[src/rtl/prv32_mdu_seq.sv]
// Sequential 32-bit multiply/divide unit: MUL, MULHU, DIVU, REMU, one bit per cycle on a shared external ALU.
// Latency: done pulses 32 cycles after the edge that samples start. Busy covers the RUN and DONE states.
// Backpressure: start is only honoured in IDLE. A start seen while busy is dropped and leaves all state unchanged.
module prv32_mdu_seq (
    input  logic        clk,
    input  logic        rst,
    input  logic        start,
    input  logic [1:0]  op,
    input  logic [31:0] rs1,
    input  logic [31:0] rs2,
    output logic        busy,
    output logic        done,
    output logic [31:0] result,
    output logic        alu_req,
    output logic [31:0] alu_a,
    output logic [31:0] alu_b,
    output logic [3:0]  alu_fn,
    input  logic [31:0] alu_r,
    input  logic        alu_cf
);

    typedef enum logic [1:0] {
        S_IDLE = 2'd0,
        S_RUN  = 2'd1,
        S_DONE = 2'd2
    } state_t;

    localparam logic [1:0] OP_MUL   = 2'b00;
    localparam logic [3:0] FN_ADD   = 4'b0000;
    localparam logic [3:0] FN_SUB   = 4'b0001;

    state_t      state;
    logic [4:0]  cnt;
    logic [1:0]  op_q;
    // Multiplicand for MUL/MULHU, divisor for DIVU/REMU.
    logic [31:0] opnd;
    // hi: product high word or partial remainder R.
    // lo: multiplier shift register or quotient/dividend Q.
    logic [31:0] hi;
    logic [31:0] lo;

    logic        is_div;
    logic        ok;
    logic [31:0] hi_n;
    logic [31:0] lo_n;

    assign is_div  = op_q[1];
    assign busy    = (state != S_IDLE);
    assign done    = (state == S_DONE);
    assign alu_req = (state == S_RUN);

    // Drive the shared ALU for the current iteration. All ALU inputs stay zero outside RUN.
    always_comb begin
        alu_a  = 32'd0;
        alu_b  = 32'd0;
        alu_fn = FN_ADD;
        if (state == S_RUN) begin
            if (is_div) begin
                alu_a  = {hi[30:0], lo[31]};
                alu_b  = opnd;
                alu_fn = FN_SUB;
            end else begin
                alu_a  = hi;
                alu_b  = lo[0] ? opnd : 32'd0;
                alu_fn = FN_ADD;
            end
        end
    end

    // Next accumulator values from the ALU result.
    // In divide mode, R[31] set means the shifted remainder is already at least 2^32 > divisor,
    // so the subtract is taken regardless of borrow.
    always_comb begin
        ok   = hi[31] | alu_cf;
        hi_n = hi;
        lo_n = lo;
        if (is_div) begin
            hi_n = ok ? alu_r : alu_a;
            lo_n = {lo[30:0], ok};
        end else begin
            hi_n = {alu_cf, alu_r[31:1]};
            lo_n = {alu_r[0], lo[31:1]};
        end
    end

    // Control FSM and datapath registers. The result is captured on the final iteration.
    always_ff @(posedge clk) begin
        if (rst) begin
            state  <= S_IDLE;
            cnt    <= 5'd0;
            op_q   <= OP_MUL;
            opnd   <= 32'd0;
            hi     <= 32'd0;
            lo     <= 32'd0;
            result <= 32'd0;
        end else begin
            case (state)
                S_IDLE: begin
                    if (start) begin
                        op_q  <= op;
                        opnd  <= op[1] ? rs2 : rs1;
                        lo    <= op[1] ? rs1 : rs2;
                        hi    <= 32'd0;
                        cnt   <= 5'd0;
                        state <= S_RUN;
                    end
                end
                S_RUN: begin
                    hi  <= hi_n;
                    lo  <= lo_n;
                    cnt <= cnt + 5'd1;
                    if (cnt == 5'd31) begin
                        // MULHU and REMU take the high register, MUL and DIVU take the low register.
                        result <= op_q[0] ? hi_n : lo_n;
                        state  <= S_DONE;
                    end
                end
                S_DONE: begin
                    state <= S_IDLE;
                end
                default: begin
                    state <= S_IDLE;
                end
            endcase
        end
    end

endmodule

[config.mk]
export PLATFORM = sky130hd
export DESIGN_NAME = prv32_mdu_seq
export DESIGN_NICKNAME = d
export VERILOG_FILES = /design/src/rtl/prv32_mdu_seq.sv
export SDC_FILE = /design/constraint.sdc
export NUM_CORES = 1
export LEC_CHECK = 0
export ABC_AREA = 1
export BUFFER_PORTS_ARGS = -buffer_cell sky130_fd_sc_hd__buf_2
export CAP_MARGIN = 20
export CELL_PAD_IN_SITES_DETAIL_PLACEMENT = 0
export CELL_PAD_IN_SITES_GLOBAL_PLACEMENT = 1
export CORE_ASPECT_RATIO = 0.8
export CORE_UTILIZATION = 39
export CTS_CLUSTER_DIAMETER = 120
export DETAILED_ROUTE_END_ITERATION = 8
export PLACE_DENSITY = 0.95
export SLEW_MARGIN = 10
export SYNTH_ARGS = -nofsm -noshare
export SYNTH_HDL_FRONTEND = slang
export SYNTH_SLANG_ARGS = --single-unit
[constraint.sdc]
create_clock -name clk -period 4.15 [get_ports clk]
set_input_delay 0.415 -clock clk [delete_from_list [all_inputs] [get_ports clk]]
set_output_delay 0.415 -clock clk [all_outputs]
set_load 0.05 [all_outputs]
==> results.cfg <==
[sta]
relSlewSlack_pct = 32.1
finalMaxSlewViolations = 0
hold_violations = 0
rsz0062_at_grt = no
final.min_clock_period_ns = 2.61
setup_violations = 0
setup-tns-final_ns = 0
skew_ns = 0.0108
min_period_over_period_pct = 62.8
worst_pin_slew_ns = 1.02
fmax_mhz = 384

[floorplan]
die_w_um = 162
coreArea_sq_um = 20000
boundaryPins = 205
die_y_um = 130
placementRows = 46
start_util_pct = 40.1
dieArea_sq_um = 21200

[synth]
yosys-top-cells-count = 489 x nand2_1, 196 x a21oi_1, 137 x dfxtp_1
synthAdderAreaFrac_pct = 0.311
synth_top_area_share_pct = 34.1
synth_top_family_by_area = simple AND/OR/NAND/NOR gates
synth.area.top_cells = dfxtp_1 34%, nand2_1 23%, a21oi_1 12%, o21ai_0 8.1%, nor2_1 6.1%
synth_compound_gate_area_share_pct = 23.6
synth-main-ff-cell = dfxtp_1
yosysWarnings = 0
syn_area_sq_um = 8030
yosysTopAreaCell = dfxtp_1
async_reset_ff_share_pct = 0
synth-xor-area-share_pct = 0
avgSynthCellArea_sq_um = 5.96
synth.yosys.seq_area_share_pct = 34.1
synth_enable_flop_cells = 0
synth.area.mux_share_pct = 0
yosysMostFrequentCell = nand2_1
synthCells = 1349
synth-seq-cells = 137
yosys.area_share.simple_pct = 30.2
synth_cell_type_count = 25

[critical_path]
reg2reg_slack_ns = 1.67
worst-path-buf-inv = 3
timing.critical_path.slowest_stage_cell = buf_4
worstSetupPathType = reg2out
path_depth = 5
worstRegToRegCells = 9
crit_end = alu_b[14]
critical-path-top-delay-family = buffers and inverters
critPathLaunch = op_q[1]
r2r_start = cnt[0]
cp_data_required_time_ns = 3.73
path_max_fanout = 79
crit_path_start_kind = flip-flop
r2r-end = result[5]
endpoint_kind = output pin
cpPeakStageDelay_ns = 0.62
cp_common_cell = buf_4
arrival_ns = 2.19
crit_chain = buf_4 > nor2_2 > buf_4 > nor2_1 > buf_2

[cts]
clk_path_buf_depth = 2
cts.sinks = 137
post_cts_buffers = 0
clkTransAtPathRegs_ns = 0.06
cts_tree = yes
root_buffer = clkbuf_16
holdBufCountCts = 0
clk_latency_ns = 0.41
h-tree-depth = 4
post_cts_resized = 0
numCtsBuffers = 17

[power_and_ir_drop]
ir_drop_mv = 0.235
total_power_mw = 3.53
power.static_leakage_nw = 4.83
powerDensity_nw_per_um2 = 371

[worst_hold_path]
min_from = op[0]
min_path_type = in2reg

[route]
drtIter0Drc = 513
ant_nets = 0
routed_wl_um = 23500
vias = 8732
drc = 0
wire_per_inst_um = 13.4
dr.pass1.iters = 7
vias_per_cell = 4.98

[place]
hpwl_um = 15800
gp_congestion = 0.856
dp.cells = 1722
io_buffers = 201

[finish]
area_growth_pct = 18.4
final_layout_size_suffix_gt1_share_pct = 17.2
finalNonFillerCells = 1755
num-nets-final = 1582

[global_route]
grt_pass1_vias = 7516
track_usage_pct = 21.8
grt_overflow = 0
grt_pass1_wl_um = 37200
grt_max_degree = 122
antenna_found_initial = 2

[run_status]
status = finished clean

[flow_run]
drv_cap = 0
==> per-stage QoR <==
stage,cell area [sq um],setup WS [ns],utilization (%),hold WS [ns]
2_1_floorplan,8040,1.99,-,0.438
3_3_place_gp,8950,1.83,44.7,0.449
3_5_place_dp,8950,1.74,44.7,0.458
4_1_cts,9490,1.51,47.4,0.282
5_1_grt,9510,1.36,47.5,0.304
6_report,9510,1.54,47.5,0.294
==> placed cells by master (no fill, tap or decap) <==
master / n
nor3_1: 1
nor2_1: 129
inv_4: 1
nand3_1: 4
clkbuf_1: 3
clkbuf_16: 17
buf_4: 11
nand3_2: 1
clkinvlp_4: 2
nor2_2: 1
dfxtp_2: 1
o211a_1: 1
dfxtp_1: 136
clkbuf_8: 2
diode_2: 1
bufinv_16: 1
conb_1: 3
ha_1: 2
nand4_1: 1
o211ai_1: 26
nand2_2: 1
nor2_4: 4
a21oi_1: 196
buf_12: 2
nand2_1: 489
clkinv_2: 6
nand2_4: 1
a31oi_1: 9
o21ai_0: 130
inv_1: 104
inv_2: 5
buf_2: 200
==> how the worst min path moves through the flow <==
stage | endpoint | slack [ns] | cells after the start
global route | opnd[25] | 0.30 | 3
detailed placement | lo[25] | 0.46 | 2
finish | op_q[0] | 0.29 | 3
floorplan | lo[10] | 0.44 | 2
global placement | lo[23] | 0.45 | 2
CTS | op_q[0] | 0.28 | 3
==> cell families (layout without fill, tap and decap cells) <==
logic type,count (synthesis),after routing
compound gates,362,362
buf+inv,215,354
fa+ha+maj,2,2
simple gates,632,632
other cells,1,4
flops,137,137
==> state kept, by name, summed over array words and instances, names as in the netlist <==
signal / flops
lo: 32
state: 2
hi: 32
cnt: 5
result: 32
op_q: 2
opnd: 32
==> power by group <==
group	leakage [nW]	switching, mW	internal [mW]
sequential	1.12	0.0451	1.39
clock	0.265	0.558	0.845
combinational	3.44	0.480	0.203
==> routing by layer <==
| metal | up-vias | part of all wire (%) | global-route usage, % |
|---|---|---|---|
| li1 | 4533 | - | - |
| met1 | 3915 | 46 | 28.7 |
| met2 | 259 | 47 | 36.4 |
| met3 | 23 | 6.0 | 4.58 |
| met4 | 2 | 1.2 | 5.27 |
| met5 | - | 0.038 | 0 |
==> final cells by class <==
type	instances	area, sq um
fill	2217	10500
multi-input combinational	999	4360
clock inverter	9	75.1
inverter	110	415
timing repair buffer	213	1120
clock buffer	22	464
sequential	137	2740
tap	264	330
antenna	1	2.50
==> worst min-delay path: cells and delay by family <==
kind | cells | cell delay [ns]
buffers and inverters | 1 | 0.07
AO/OA/AOI/OAI | 2 | 0.17
(Power assumes the default switching activity.)
